[src/rtl/pc_fetch_gen.sv]
// IF-stage PC generator: fetch PC, imem request, redirect arbitration,
// stale-response kill and epoch-tagged IF/ID output registers.
module pc_fetch_gen #(
    parameter int              WIDTH        = 32,
    parameter logic [WIDTH-1:0] RESET_VECTOR = 'h60,
    parameter int              INSTR_BYTES  = 4,
    parameter int              EPOCH_BITS   = 2
) (
    input  logic                  clk,
    input  logic                  rst,
    input  logic                  stall,
    input  logic                  redir_ex_valid,
    input  logic [WIDTH-1:0]      redir_ex_tgt,
    input  logic                  redir_id_valid,
    input  logic [WIDTH-1:0]      redir_id_tgt,
    output logic                  imem_req,
    output logic [WIDTH-1:0]      imem_addr,
    input  logic                  imem_resp,
    input  logic [WIDTH-1:0]      imem_rdata,
    output logic                  fetch_valid,
    output logic [WIDTH-1:0]      fetch_pc,
    output logic [WIDTH-1:0]      fetch_inst,
    output logic [EPOCH_BITS-1:0] fetch_epoch,
    output logic                  redir_misalign
);

    localparam logic [WIDTH-1:0] INC   = WIDTH'(INSTR_BYTES);
    localparam logic [WIDTH-1:0] ALIGN = WIDTH'(INSTR_BYTES - 1);

    typedef enum logic [1:0] {
        S_BOOT,
        S_FETCH,
        S_HOLD
    } state_t;

    state_t                state_q;
    state_t                state_d;
    logic [WIDTH-1:0]      pc_q;
    logic [WIDTH-1:0]      pc_d;
    logic                  pend_q;
    logic                  pend_d;
    logic [WIDTH-1:0]      pend_tgt_q;
    logic [WIDTH-1:0]      pend_tgt_d;
    logic [WIDTH-1:0]      held_q;
    logic [WIDTH-1:0]      held_d;
    logic [EPOCH_BITS-1:0] epoch_q;

    logic                  redir;
    logic [WIDTH-1:0]      tgt_raw;
    logic [WIDTH-1:0]      tgt;
    logic                  misalign;
    logic                  deliver;
    logic [WIDTH-1:0]      deliver_inst;

    // EX outranks ID; low bits are forced to instruction alignment
    assign redir    = redir_ex_valid | redir_id_valid;
    assign tgt_raw  = redir_ex_valid ? redir_ex_tgt : redir_id_tgt;
    assign tgt      = tgt_raw & ~ALIGN;
    assign misalign = |(tgt_raw & ALIGN);

    always_ff @(posedge clk or posedge rst) begin
        if (rst) begin
            state_q <= S_BOOT;
        end else begin
            state_q <= state_d;
        end
    end

    always_comb begin
        state_d = state_q;
        unique case (state_q)
            S_BOOT: begin
                state_d = S_FETCH;
            end
            S_FETCH: begin
                if (imem_resp && !redir && !pend_q && stall) begin
                    state_d = S_HOLD;
                end
            end
            S_HOLD: begin
                if (redir || !stall) begin
                    state_d = S_FETCH;
                end
            end
            default: begin
                state_d = S_BOOT;
            end
        endcase
    end

    always_comb begin
        imem_req  = (state_q == S_FETCH);
        imem_addr = pc_q;
    end

    // Datapath next-state; a redirect never moves pc while a request is open
    always_comb begin
        pc_d         = pc_q;
        pend_d       = pend_q;
        pend_tgt_d   = pend_tgt_q;
        held_d       = held_q;
        deliver      = 1'b0;
        deliver_inst = held_q;
        unique case (state_q)
            S_BOOT: begin
                if (redir) begin
                    pc_d = tgt;
                end
            end
            S_FETCH: begin
                if (!imem_resp) begin
                    if (redir) begin
                        pend_d     = 1'b1;
                        pend_tgt_d = tgt;
                    end
                end else if (redir || pend_q) begin
                    pc_d   = redir ? tgt : pend_tgt_q;
                    pend_d = 1'b0;
                end else if (stall) begin
                    held_d = imem_rdata;
                end else begin
                    deliver      = 1'b1;
                    deliver_inst = imem_rdata;
                    pc_d         = pc_q + INC;
                end
            end
            S_HOLD: begin
                if (redir) begin
                    pc_d = tgt;
                end else if (!stall) begin
                    deliver      = 1'b1;
                    deliver_inst = held_q;
                    pc_d         = pc_q + INC;
                end
            end
            default: begin
                pc_d = pc_q;
            end
        endcase
    end

    always_ff @(posedge clk or posedge rst) begin
        if (rst) begin
            pc_q       <= RESET_VECTOR;
            pend_q     <= 1'b0;
            pend_tgt_q <= '0;
            held_q     <= '0;
        end else begin
            pc_q       <= pc_d;
            pend_q     <= pend_d;
            pend_tgt_q <= pend_tgt_d;
            held_q     <= held_d;
        end
    end

    always_ff @(posedge clk or posedge rst) begin
        if (rst) begin
            epoch_q        <= '0;
            redir_misalign <= 1'b0;
            fetch_valid    <= 1'b0;
            fetch_pc       <= '0;
            fetch_inst     <= '0;
            fetch_epoch    <= '0;
        end else if (redir) begin
            epoch_q        <= epoch_q + EPOCH_BITS'(1);
            redir_misalign <= misalign;
            fetch_valid    <= 1'b0;
        end else begin
            redir_misalign <= 1'b0;
            if (!stall) begin
                fetch_valid <= deliver;
                if (deliver) begin
                    fetch_pc    <= pc_q;
                    fetch_inst  <= deliver_inst;
                    fetch_epoch <= epoch_q;
                end
            end
        end
    end

endmodule

[config.mk]
export PLATFORM = sky130hd
export DESIGN_NAME = pc_fetch_gen
export DESIGN_NICKNAME = d
export VERILOG_FILES = /design/src/rtl/pc_fetch_gen.sv
export SDC_FILE = /design/constraint.sdc
export NUM_CORES = 1
export LEC_CHECK = 0
export BUFFER_PORTS_ARGS = -buffer_cell sky130_fd_sc_hd__buf_2
export CELL_PAD_IN_SITES_DETAIL_PLACEMENT = 1
export CELL_PAD_IN_SITES_GLOBAL_PLACEMENT = 1
export CORE_UTILIZATION = 46
export CTS_BUF_LIST = sky130_fd_sc_hd__clkbuf_4 sky130_fd_sc_hd__clkbuf_8
export CTS_CLUSTER_DIAMETER = 200
export DETAILED_ROUTE_END_ITERATION = 10
export PLACE_DENSITY_LB_ADDON = 0.1
export SYNTH_ARGS = -nofsm -noshare
export SYNTH_HDL_FRONTEND = slang
export SYNTH_SLANG_ARGS = --single-unit
[constraint.sdc]
create_clock -name clk -period 12.8 [get_ports clk]
set_input_delay 1.92 -clock clk [delete_from_list [all_inputs] [get_ports clk]]
set_output_delay 1.92 -clock clk [all_outputs]
set_load 0.02 [all_outputs]
==> key figures, run 1 <==
Status
  • Status: complete, but fails checks
  • Violated checks: DRC

CTS
  • Later-pin clock latency in the skew report: 0.48 ns
  • Number of hold buffers added after cts: 0
  • CTS resizes: 0
  • # Post-CTS Setup Buffers: 0
  • CTS tree: done
  • Clk root buf: clkbuf_8
  • Register clock-pin slew on the reported worst setup and hold paths: 0.09 ns
  • Longest Clk Path Bufs: 2
  • CTS Buf Count: 17
  • Clock sink count: 169
  • Max H-tree Level: 4

Setup path
  • CP startpoint kind: input pin
  • Setup CP Type: input pin to register
  • Cell mode on critical path: buf_4
  • CP Capture Type: register
  • CP Data Required Time: 13.16 ns
  • Worst EP arrival: 4.73 ns
  • CP Cell Sequence: buf_2 -> buf_4 -> nor3_1 -> nand2_1 -> nor2_4 -> buf_4 -> o21ai_4 -> buf_4 -> mux2_2
  • Max incr delay on CP: 0.79 ns
  • Critical-path top delay cell: buf_4
  • Max Fanout on Critical Path: 104

Placement
  • Post-Place Cells: 1230
  • DP Worst Slack: 7.92 ns
  • Port buffer count: 202
  • Post-placement cell area: 9720 um2
  • GP Congestion: 0.864
  • Post-DP HPWL: 17100 um

Drt
  • Post-route ant nets: 0
  • Vias: 7281
  • Post-route DRC: 28
  • Final wirelength: 24700 um
  • Initial DRC count: 305
  • Pre-antenna DRT Iters: 7
  • Vias per cell: 5.77
  • Avg WL per Cell: 19.6 um

Layout
  • Share of layout cells above drive strength 1: 0.330
  • Nets: 1127
  • Filler cell count: 2073
  • Final cell count without fillers: 1262
  • Final instance area: 10100 um2
  • # diodes: 0
  • Layout area overhead: 18.8%
  • Final design utilization: 0.561

Floorplanning
  • DIE WIDTH: 138 um
  • IO Count: 203
  • DIE AREA: 19100 um2
  • Site row count: 49
  • Die Span Y: 138 um
  • Initial Utilization: 0.472
  • Core area: 18100 um2

Timing
  • Final worst path period need: 4.37 ns
  • Slew headroom: 0.300
  • RSZ-0062 raised after global routing: no
  • Total negative slack: 0 ns
  • # setup viols final: 0
  • Fmax achieved: 229 MHz
  • Slew Viols, Final: 0
  • Hold Violations, Final: 0
  • Fin crit share: 0.341
  • Final WS setup: 8.43 ns
  • Worst Skew: 0.0185 ns
  • Least-Margin Pin Slew: 1.05 ns

Pwr
  • Leakage power: 0.00487 uW
  • Peak supply drop: 0.0000993 V
  • Pwr/cell area: 210 nW/um2

Logic synthesis
  • Ys Warns: 0
  • Top-count cell post-synth: dfrtp_1
  • Yosys cell types: 65
  • Yosys reg bits: 169
  • Register area share after synthesis: 0.495
  • Async S/R FF share, synth: 1.00
  • Top post-synthesis cells by area: dfrtp_1, mux2_2, mux2i_1, o21ai_0, nand2_1
  • Synth Flop Type: dfrtp_1
  • Avg Cell Area, Syn: 10.1 um2
  • Syn_nets: 954
  • Area leader, netlist: dfrtp_1
  • Synth cell count leaders: dfrtp_1, o21ai_0, nand2_1
  • Synth top area share: 0.489
  • EDFF count, synth: 0
  • Mapped Area: 8540 um2
  • Post-Syn Instances: 847

Global route
  • Met2 usage: 0.443
  • Total GRT Usage: 0.271
  • Met3 usage: 0.0475
  • M1 GR Usage: 0.361
  • GRT busiest layer: met2
  • Largest net degree at the start of global routing: 105
  • Initial antenna violation count: 0
  • Number of global-route vias before repair: 7384
  • First-pass GRT wire length: 40600 um
  • GRT overflow: 0

Hold path
  • Hold crit path type: register to register

Run
  • Max_cap viols: 0
layout make-up:
| class | instances | area, um2 | share of cell area |
|---|---|---|---|
| timing repair buffer | 216 | 1120 | 0.110 |
| inverter | 12 | 50.0 | 0.00493 |
| clock buffer | 19 | 255 | 0.0251 |
| tap | 229 | 287 | 0.0282 |
| sequential | 169 | 4230 | 0.417 |
| multi-input combinational | 604 | 4030 | 0.397 |
| clock inverter | 13 | 178 | 0.0175 |
cells in the final DEF, fill, tap and decap left out, types with 3 or more instances in the layout:
cell,count
buf_2,202
dfrtp_1,167
o21ai_0,113
nand2_1,104
mux2_2,73
mux2i_1,57
a21oi_1,47
nor2_1,33
clkbuf_8,18
nand3_1,17
buf_4,14
a31oi_1,12
inv_1,10
nor3_1,10
nand4_1,10
nor2b_1,8
and2_1,8
nand2b_1,7
a221oi_1,7
xor2_1,6
inv_6,6
o22ai_1,5
o31ai_1,5
ha_1,5
or2_2,4
a32oi_1,4
xnor2_1,4
a22o_1,4
and3_1,3
o211ai_1,3
a22oi_1,3
o21ai_1,3
nor4_1,3
a2bb2oi_1,3
o22a_1,3
o21a_1,3
a211oi_1,3
bufinv_16,3
critical path, delay by kind of cell:
| family | cells | cell delay [ns] |
|---|---|---|
| and+or+nand+nor | 3 | 0.42 |
| muxes | 1 | 0.43 |
| AOI/OAI and AO/OA | 1 | 0.19 |
| buffers and inverters | 4 | 1.69 |
path summary, 6_finish.rpt:
check / end / slack (ns) / depth (start not counted) / from
min in group asynchronous: held_q[24] / 1.49 / 2 / rst
worst max register to register: fetch_pc[10] / 9.38 / 7 / state_q[0]
worst min-delay path: epoch_q[1] / 0.47 / 1 / epoch_q[1]
max in group asynchronous: pend_tgt_q[25] / 9.44 / 4 / rst
worst min register to register: epoch_q[1] / 0.47 / 1 / epoch_q[1]
worst max-delay path: fetch_pc[10] / 8.43 / 9 / redir_ex_valid
registers in the layout, summed over array words and instances, names as in the netlist, 2 cells and up:
signal and cells:
state_q 2, pend_tgt_q 32, held_q 32, fetch_inst 32
fetch_epoch 2, epoch_q 2, fetch_pc 32, imem_addr 32
logic make-up after synthesis:
group	Yosys count	share of synthesized area
adders and majority gates	5	0.00732
xor gates and xnor gates	10	0.0103
DFF	169	0.495
muxes	130	0.163
and+or+nand+nor	220	0.122
AOI/OAI and AO/OA	239	0.167
buffers and inverters	74	0.0353
where the power goes:
part	switching [uW]	internal [uW]
combinational	503	317
sequential	172	721
clock	215	206
total	890	1240
stage by stage:
step,total power (uW),hold WS (ns)
after global routing,2270,0.488
after detailed placement,1720,0.466
after CTS,2150,0.480
final,2130,0.475
after floorplan,1420,0.441
after global placement,1680,0.457
metal layers:
metal  wire length, um  vias to the layer above
li1                  -                     3395
met1             11100                     3620
met2             11900                      224
met3              1110                       42
met4               635                        0
met5                 0                        -
Power figures use the tool's default switching activity.
==> run 2: changes to the inputs <==
--- a/config.mk
+++ b/config.mk
@@ -8,7 +8,7 @@
 export BUFFER_PORTS_ARGS = -buffer_cell sky130_fd_sc_hd__buf_2
 export CELL_PAD_IN_SITES_DETAIL_PLACEMENT = 1
 export CELL_PAD_IN_SITES_GLOBAL_PLACEMENT = 1
-export CORE_UTILIZATION = 46
+export CORE_UTILIZATION = 39
 export CTS_BUF_LIST = sky130_fd_sc_hd__clkbuf_4 sky130_fd_sc_hd__clkbuf_8
 export CTS_CLUSTER_DIAMETER = 200
 export DETAILED_ROUTE_END_ITERATION = 10
==> constraint.sdc (replaced) <==
create_clock -name clk -period 3.7 [get_ports clk]
set_input_delay 0.555 -clock clk [delete_from_list [all_inputs] [get_ports clk]]
set_output_delay 0.555 -clock clk [all_outputs]
set_load 0.02 [all_outputs]
==> key figures, run 2 (synthesis results as in run 1) <==
Drt
  • Post-route DRC: 0 (was 28)
  • Post-route ant nets: 0 (unchanged)
  • Avg WL per Cell: 19.1 um (was 19.6 um)
  • Vias per cell: 5.46 (was 5.77)
  • Final wirelength: 25200 um (was 24700 um)
  • Initial DRC count: 293 (was 305)
  • Pre-antenna DRT Iters: 4 (was 7)
  • Vias: 7192 (was 7281)

Pwr
  • Leakage power: 0.00490 uW (was 0.00487 uW)
  • Pwr/cell area: 710 nW/um2 (was 210 nW/um2)
  • Sw Share: 0.424 (was 0.417)
  • Clock Power Share: 0.187 (was 0.197)
  • Combinational fraction of design power: 0.391 (was 0.384)
  • P_sw: 3090 uW (was 890 uW)
  • Peak supply drop: 0.000242 V (was 0.0000993 V)
  • Int Pwr: 4210 uW (was 1240 uW)
  • Sequential power share: 0.421 (was 0.418)

CTS
  • Clk root buf: clkbuf_8 (unchanged)
  • Max H-tree Level: 4 (unchanged)
  • Clock sink count: 169 (unchanged)
  • Later-pin clock latency in the skew report: 0.46 ns (was 0.48 ns)
  • CTS tree: done (unchanged)
  • CTS resizes: 0 (unchanged)
  • # Post-CTS Setup Buffers: 0 (unchanged)
  • Register clock-pin slew on the reported worst setup and hold paths: 0.10 ns (was 0.09 ns)
  • Longest Clk Path Bufs: 2 (unchanged)
  • Number of hold buffers added after cts: 0 (unchanged)
  • CTS Buf Count: 17 (unchanged)

Timing
  • Fmax achieved: 343 MHz
  • Slew Viols, Final: 0 (unchanged)
  • Least-Margin Pin Slew: 0.920 ns (was 1.05 ns)
  • # setup viols final: 0 (unchanged)
  • Total negative slack: 0 ns (unchanged)
  • Hold Violations, Final: 0 (unchanged)
  • Slew headroom: 0.381 (was 0.300)
  • Final worst path period need: 2.91 ns
  • RSZ-0062 raised after global routing: no (unchanged)
  • Worst Skew: 0.0119 ns (was 0.0185 ns)
  • Fin crit share: 0.787

Placement
  • Port buffer count: 202 (unchanged)
  • Post-Place Cells: 1286 (was 1230)
  • GP Congestion: 0.863 (was 0.864)
  • Post-DP HPWL: 18200 um (was 17100 um)

Floorplanning
  • DIE AREA: 22500 um2 (was 19100 um2)
  • Core area: 21200 um2 (was 18100 um2)
  • Initial Utilization: 0.403 (was 0.472)
  • Site row count: 53 (was 49)
  • DIE WIDTH: 150 um (was 138 um)
  • IO Count: 203 (unchanged)
  • Die Span Y: 150 um (was 138 um)

Layout
  • Commonest non-fill, non-tap cell in the layout: buf_2 (unchanged)
  • Share of layout cells above drive strength 1: 0.337 (was 0.330)
  • # diodes: 0 (unchanged)
  • Nets: 1137 (was 1127)
  • Final cell count without fillers: 1318 (was 1262)
  • Layout area overhead: 20.5% (was 18.8%)
  • Commonest cells after routing, fill and taps aside: buf_2, dfrtp_1, o21ai_0 (unchanged)

Global route
  • Initial antenna violation count: 0 (unchanged)
  • Largest net degree at the start of global routing: 91 (was 105)
  • First-pass GRT wire length: 40200 um (was 40600 um)
  • GRT overflow: 0 (unchanged)
  • Number of global-route vias before repair: 7363 (was 7384)
  • Total GRT Usage: 0.234 (was 0.271)

Run
  • Max_cap viols: 0 (unchanged)

Setup path
  • CP Capture Type: register (unchanged)
  • Setup CP Type: register to register (was input pin to register)
  • Max incr delay on CP: 0.65 ns (was 0.79 ns)
  • Critical-path top delay cell: or3b_2 (was buf_4)
  • CP Data Required Time: 4.05 ns (was 13.16 ns)
  • Worst EP arrival: 3.26 ns (was 4.73 ns)
  • CP top delay family: simple AND/OR/NAND/NOR gates (was buffers and inverters)
  • RR Startpoint: state_q[1] (was state_q[0])
  • WP buf/inv: 2 (was 4)
  • FF-to-FF path depth: 7 (unchanged)
  • Max Fanout on Critical Path: 90 (was 104)
  • RR Endpoint: fetch_pc[29] (was fetch_pc[10])
  • CP startpoint kind: register (was input pin)
  • Reg2Reg Setup Slack: 0.79 ns (was 9.38 ns)
  • CP Cell Sequence: inv_1 -> ha_1 -> or3b_2 -> nor2_1 -> o21ai_4 -> buf_12 -> mux2_2 (was buf_2 -> buf_4 -> nor3_1 -> nand2_1 -> nor2_4 -> buf_4 -> o21ai_4 -> buf_4 -> mux2_2)

Hold path
  • Hold crit path type: input pin to asynchronous set/reset pin (was register to register)

Status
  • Status: complete, no violations (was complete, but fails checks)
-- run 2: changes by cell type in the layout (fill, tap and decap cells not counted), sizes merged --
| cell | delta |
|---|---|
| bufinv | -2 |
| clkbuf | -1 |
| inv | -1 |
| clkinvlp | +4 |
| buf | +10 |
-- run 2: layer usage --
layer  GRT usage  vias to the layer above  part of all wire
li1            -                     3402                 -
met2       0.384                      192              0.48
met3      0.0378                       30             0.040
met5           0                        -                 0
met1       0.312                     3568              0.46
met4      0.0813                        0             0.021
-- run 2: power by group through the flow --
stage	logic [uW]	clock network (uW)	registers, uW
CTS	2880	1420	3090
finish	2860	1370	3080
detailed placement	2860	0	3120
global placement	2810	0	3100
global route	3140	1480	3190
floorplan	1640	0	3270
-- run 2: worst max path at each step --
| stage | startpoint | to | slack (ns) | cells past startpoint |
|---|---|---|---|---|
| CTS | state_q[1] | fetch_pc[29] | 0.82 | 7 |
| detailed placement | redir_ex_valid | held_q[7] | 0.71 | 8 |
| floorplan | rst | epoch_q[0] | 0.99 | 1 |
| global route | state_q[1] | fetch_pc[29] | 0.66 | 7 |
| global placement | redir_ex_valid | fetch_pc[18] | 0.77 | 7 |
| finish | state_q[1] | fetch_pc[29] | 0.79 | 7 |
-- run 2: area by class of cell --
cell class / count / area (um2)
inverter: 12 / 48.8
clock inverter: 14 / 156
tap: 275 / 344
multi-input combinational: 604 / 4030
timing repair buffer: 226 / 1230
clock buffer: 18 / 248
fill: 2487 / 10900
sequential: 169 / 4230
-- run 2: through the flow --
step	power, uW	utilization	setup slack, ns	hold WS, ns	area [um2]
floorplan	4900	-	0.992	0.441	8550
global placement	5910	0.466	0.770	0.455	9890
detailed placement	5980	0.466	0.714	0.465	9890
CTS	7380	0.485	0.824	0.222	10300
global route	7820	0.485	0.655	0.245	10300
finish	7300	0.485	0.788	0.223	10300
==> run 3: changes to the inputs <==
--- a/config.mk
+++ b/config.mk
@@ -5,10 +5,11 @@
 export SDC_FILE = /design/constraint.sdc
 export NUM_CORES = 1
 export LEC_CHECK = 0
+export ABC_AREA = 1
 export BUFFER_PORTS_ARGS = -buffer_cell sky130_fd_sc_hd__buf_2
 export CELL_PAD_IN_SITES_DETAIL_PLACEMENT = 1
 export CELL_PAD_IN_SITES_GLOBAL_PLACEMENT = 1
-export CORE_UTILIZATION = 39
+export CORE_UTILIZATION = 37
 export CTS_BUF_LIST = sky130_fd_sc_hd__clkbuf_4 sky130_fd_sc_hd__clkbuf_8
 export CTS_CLUSTER_DIAMETER = 200
 export DETAILED_ROUTE_END_ITERATION = 10
==> constraint.sdc (replaced) <==
create_clock -name clk -period 2.5 [get_ports clk]
set_input_delay 0.375 -clock clk [delete_from_list [all_inputs] [get_ports clk]]
set_output_delay 0.375 -clock clk [all_outputs]
set_load 0.02 [all_outputs]
==> key figures, run 3 <==
Floorplanning
  • Initial Utilization: 0.380 (was 0.403)
  • IO Count: 203 (unchanged)
  • Core area: 23600 um2 (was 21200 um2)
  • Site row count: 56 (was 53)
  • Die Span Y: 158 um (was 150 um)
  • DIE AREA: 24900 um2 (was 22500 um2)
  • DIE WIDTH: 158 um (was 150 um)

Logic synthesis
  • Ys Warns: 0 (unchanged)
  • Top-count cell post-synth: nand2_1 (was dfrtp_1)
  • Synth top area share: 0.466 (was 0.489)
  • Post-Syn Instances: 1192 (was 847)
  • Mapped Area: 8970 um2 (was 8540 um2)
  • Async S/R FF share, synth: 1.00 (unchanged)
  • Top post-synthesis cells by area: dfrtp_1, nand2_1, o21ai_0, inv_1, a31oi_1 (was dfrtp_1, mux2_2, mux2i_1, o21ai_0, nand2_1)
  • Yosys reg bits: 169 (unchanged)
  • EDFF count, synth: 0 (unchanged)
  • Synth cell count leaders: nand2_1, dfrtp_1, o21ai_0 (was dfrtp_1, o21ai_0, nand2_1)
  • Yosys cell types: 38 (was 65)
  • Register area share after synthesis: 0.472 (was 0.495)
  • Avg Cell Area, Syn: 7.53 um2 (was 10.1 um2)
  • Area leader, netlist: dfrtp_1 (unchanged)
  • Syn_nets: 1299 (was 954)
  • Synth Flop Type: dfrtp_1 (unchanged)

Timing
  • Fin crit share: 0.914 (was 0.787)
  • Slew headroom: 0.493 (was 0.381)
  • Worst Skew: 0.0188 ns (was 0.0119 ns)
  • Final worst path period need: 2.29 ns (was 2.91 ns)
  • Least-Margin Pin Slew: 0.760 ns (was 0.920 ns)
  • Slew Viols, Final: 0 (unchanged)
  • Final WS setup: 0.214 ns (was 0.788 ns)
  • Fmax achieved: 437 MHz (was 343 MHz)
  • # setup viols final: 0 (unchanged)
  • Hold Violations, Final: 0 (unchanged)
  • RSZ-0062 raised after global routing: no (unchanged)

Drt
  • Final wirelength: 29000 um (was 25200 um)
  • Avg WL per Cell: 16.9 um (was 19.1 um)
  • Vias: 8638 (was 7192)
  • Initial DRC count: 592 (was 293)
  • Pre-antenna DRT Iters: 5 (was 4)
  • Post-route DRC: 0 (unchanged)
  • Post-route ant nets: 0 (unchanged)
  • Vias per cell: 5.04 (was 5.46)

Pwr
  • Peak supply drop: 0.000420 V (was 0.000242 V)
  • Pwr/cell area: 1220 nW/um2 (was 710 nW/um2)
  • Leakage power: 0.00551 uW (was 0.00490 uW)

Status
  • Status: complete, no violations (unchanged)

Setup path
  • CP top delay family: simple AND/OR/NAND/NOR gates (unchanged)
  • Setup CP Type: register to register (unchanged)
  • WP buf/inv: 0 (was 2)
  • Max Fanout on Critical Path: 8 (was 90)
  • Critical-path top delay cell: dfstp_2 (was or3b_2)
  • CP startpoint kind: register (unchanged)
  • Reg2Reg Setup Slack: 0.21 ns (was 0.79 ns)
  • CP Cell Sequence: nand2_1 -> nor2_1 -> nand3_1 -> nor2_2 -> nand2_1 -> nand2_1 -> nand3_1 -> nand2_1 -> nand3_1 -> nand2_1 -> nand2_1 (was inv_1 -> ha_1 -> or3b_2 -> nor2_1 -> o21ai_4 -> buf_12 -> mux2_2)
  • Max incr delay on CP: 0.63 ns (was 0.65 ns)
  • Cell mode on critical path: nand2_1
  • Worst EP arrival: 2.64 ns (was 3.26 ns)
  • CP Data Required Time: 2.85 ns (was 4.05 ns)
  • CP Capture Type: register (unchanged)

Placement
  • Post-DP HPWL: 21900 um (was 18200 um)
  • Post-Place Cells: 1683 (was 1286)
  • GP Congestion: 0.851 (was 0.863)
  • DP Worst Slack: 0.172 ns (was 0.714 ns)
  • Port buffer count: 202 (unchanged)

Run
  • Max_cap viols: 0 (unchanged)

Global route
  • Largest net degree at the start of global routing: 110 (was 91)
  • Number of global-route vias before repair: 8531 (was 7363)
  • GRT overflow: 0 (unchanged)
  • Total GRT Usage: 0.242 (was 0.234)
  • First-pass GRT wire length: 46300 um (was 40200 um)
  • Initial antenna violation count: 0 (unchanged)

CTS
  • Longest Clk Path Bufs: 2 (unchanged)
  • Max H-tree Level: 4 (unchanged)
  • CTS tree: done (unchanged)
  • Later-pin clock latency in the skew report: 0.47 ns (was 0.46 ns)
  • Clock sink count: 169 (unchanged)
  • Clk root buf: clkbuf_8 (unchanged)
  • Register clock-pin slew on the reported worst setup and hold paths: 0.11 ns (was 0.10 ns)
  • CTS Buf Count: 17 (unchanged)
  • Number of hold buffers added after cts: 0 (unchanged)

Layout
  • Share of layout cells above drive strength 1: 0.204 (was 0.337)
  • Layout area overhead: 19.6% (was 20.5%)
  • Final cell count without fillers: 1715 (was 1318)
  • Filler cell count: 3067 (was 2487)
  • Commonest non-fill, non-tap cell in the layout: nand2_1 (was buf_2)
  • Nets: 1490 (was 1137)
  • Commonest cells after routing, fill and taps aside: nand2_1, buf_2, dfrtp_1 (was buf_2, dfrtp_1, o21ai_0)
  • # diodes: 0 (unchanged)

Hold path
  • Hold crit path type: input pin to asynchronous set/reset pin (unchanged)
## run 3: worst paths after layout
check,startpoint,to,cells past startpoint
max in group asynchronous,rst,held_q[11],3
setup / recovery,imem_addr[6],imem_addr[18],11
hold / removal,rst,fetch_pc[8],3
min in group clk,redir_ex_tgt[2],pend_tgt_q[2],3
setup reg to reg,imem_addr[6],imem_addr[18],11
hold reg to reg,epoch_q[1],epoch_q[1],1
## run 3: area by class of cell
cell class / instances / area, um2 / area share
clock inverters: 14 / 161 / 0.0150
repair buffers: 232 / 1300 / 0.121
multi-input cells: 857 / 3980 / 0.371
flip-flops and latches: 169 / 4230 / 0.394
inverters: 106 / 412 / 0.0384
clock buffers: 18 / 241 / 0.0225
well taps: 319 / 399 / 0.0372
## run 3: cell families after synthesis
logic type / count (synthesis) / share of synthesized area
AOI/OAI and AO/OA: 249 / 0.155
muxes: 1 / 0.00112
xor gates and xnor gates: 14 / 0.0137
adders and majority gates: 5 / 0.00697
buffers and inverters: 166 / 0.0852
DFF: 169 / 0.472
and+or+nand+nor: 588 / 0.266
## run 3: where the power goes
| part | internal (uW) | total (uW) | switching [uW] |
|---|---|---|---|
| clock | 851 | 2020 | 1170 |
| sequential | 3950 | 4860 | 913 |
| combinational | 2060 | 6210 | 4150 |
| total | 6850 | 13100 | 6230 |
## run 3: per-layer routing
metal,share of wire,global-route usage,vias up
li1,-,-,4265
met3,0.038,0.0266,28
met1,0.51,0.351,4130
met4,0.015,0.0684,0
met2,0.44,0.378,215
met5,0,0,-
## run 3: what timing repair did
action                     CTS  global route
hold endpoints to repair     0             0
setup endpoints to repair    0             2
buffers inserted             0             0
resized for setup            0             1
## run 3: worst min-delay path, cell delays in order
cell        delay [ns]
buf_2             0.11
clkinvlp_4        0.09
buf_12            0.46
## run 3: stage by stage
stage               instance area [um2]  hold slack, ns  TNS [ns]  utilization  power, uW
floorplan                          8970           0.442     -4.69            -       8800
global placement                  10300           0.460         0        0.437      10900
detailed placement                10300           0.461         0        0.437      11100
CTS                               10700           0.120         0        0.454      13200
global route                      10700           0.148         0        0.454      14200
finish                            10700          0.0930         0        0.454      13100
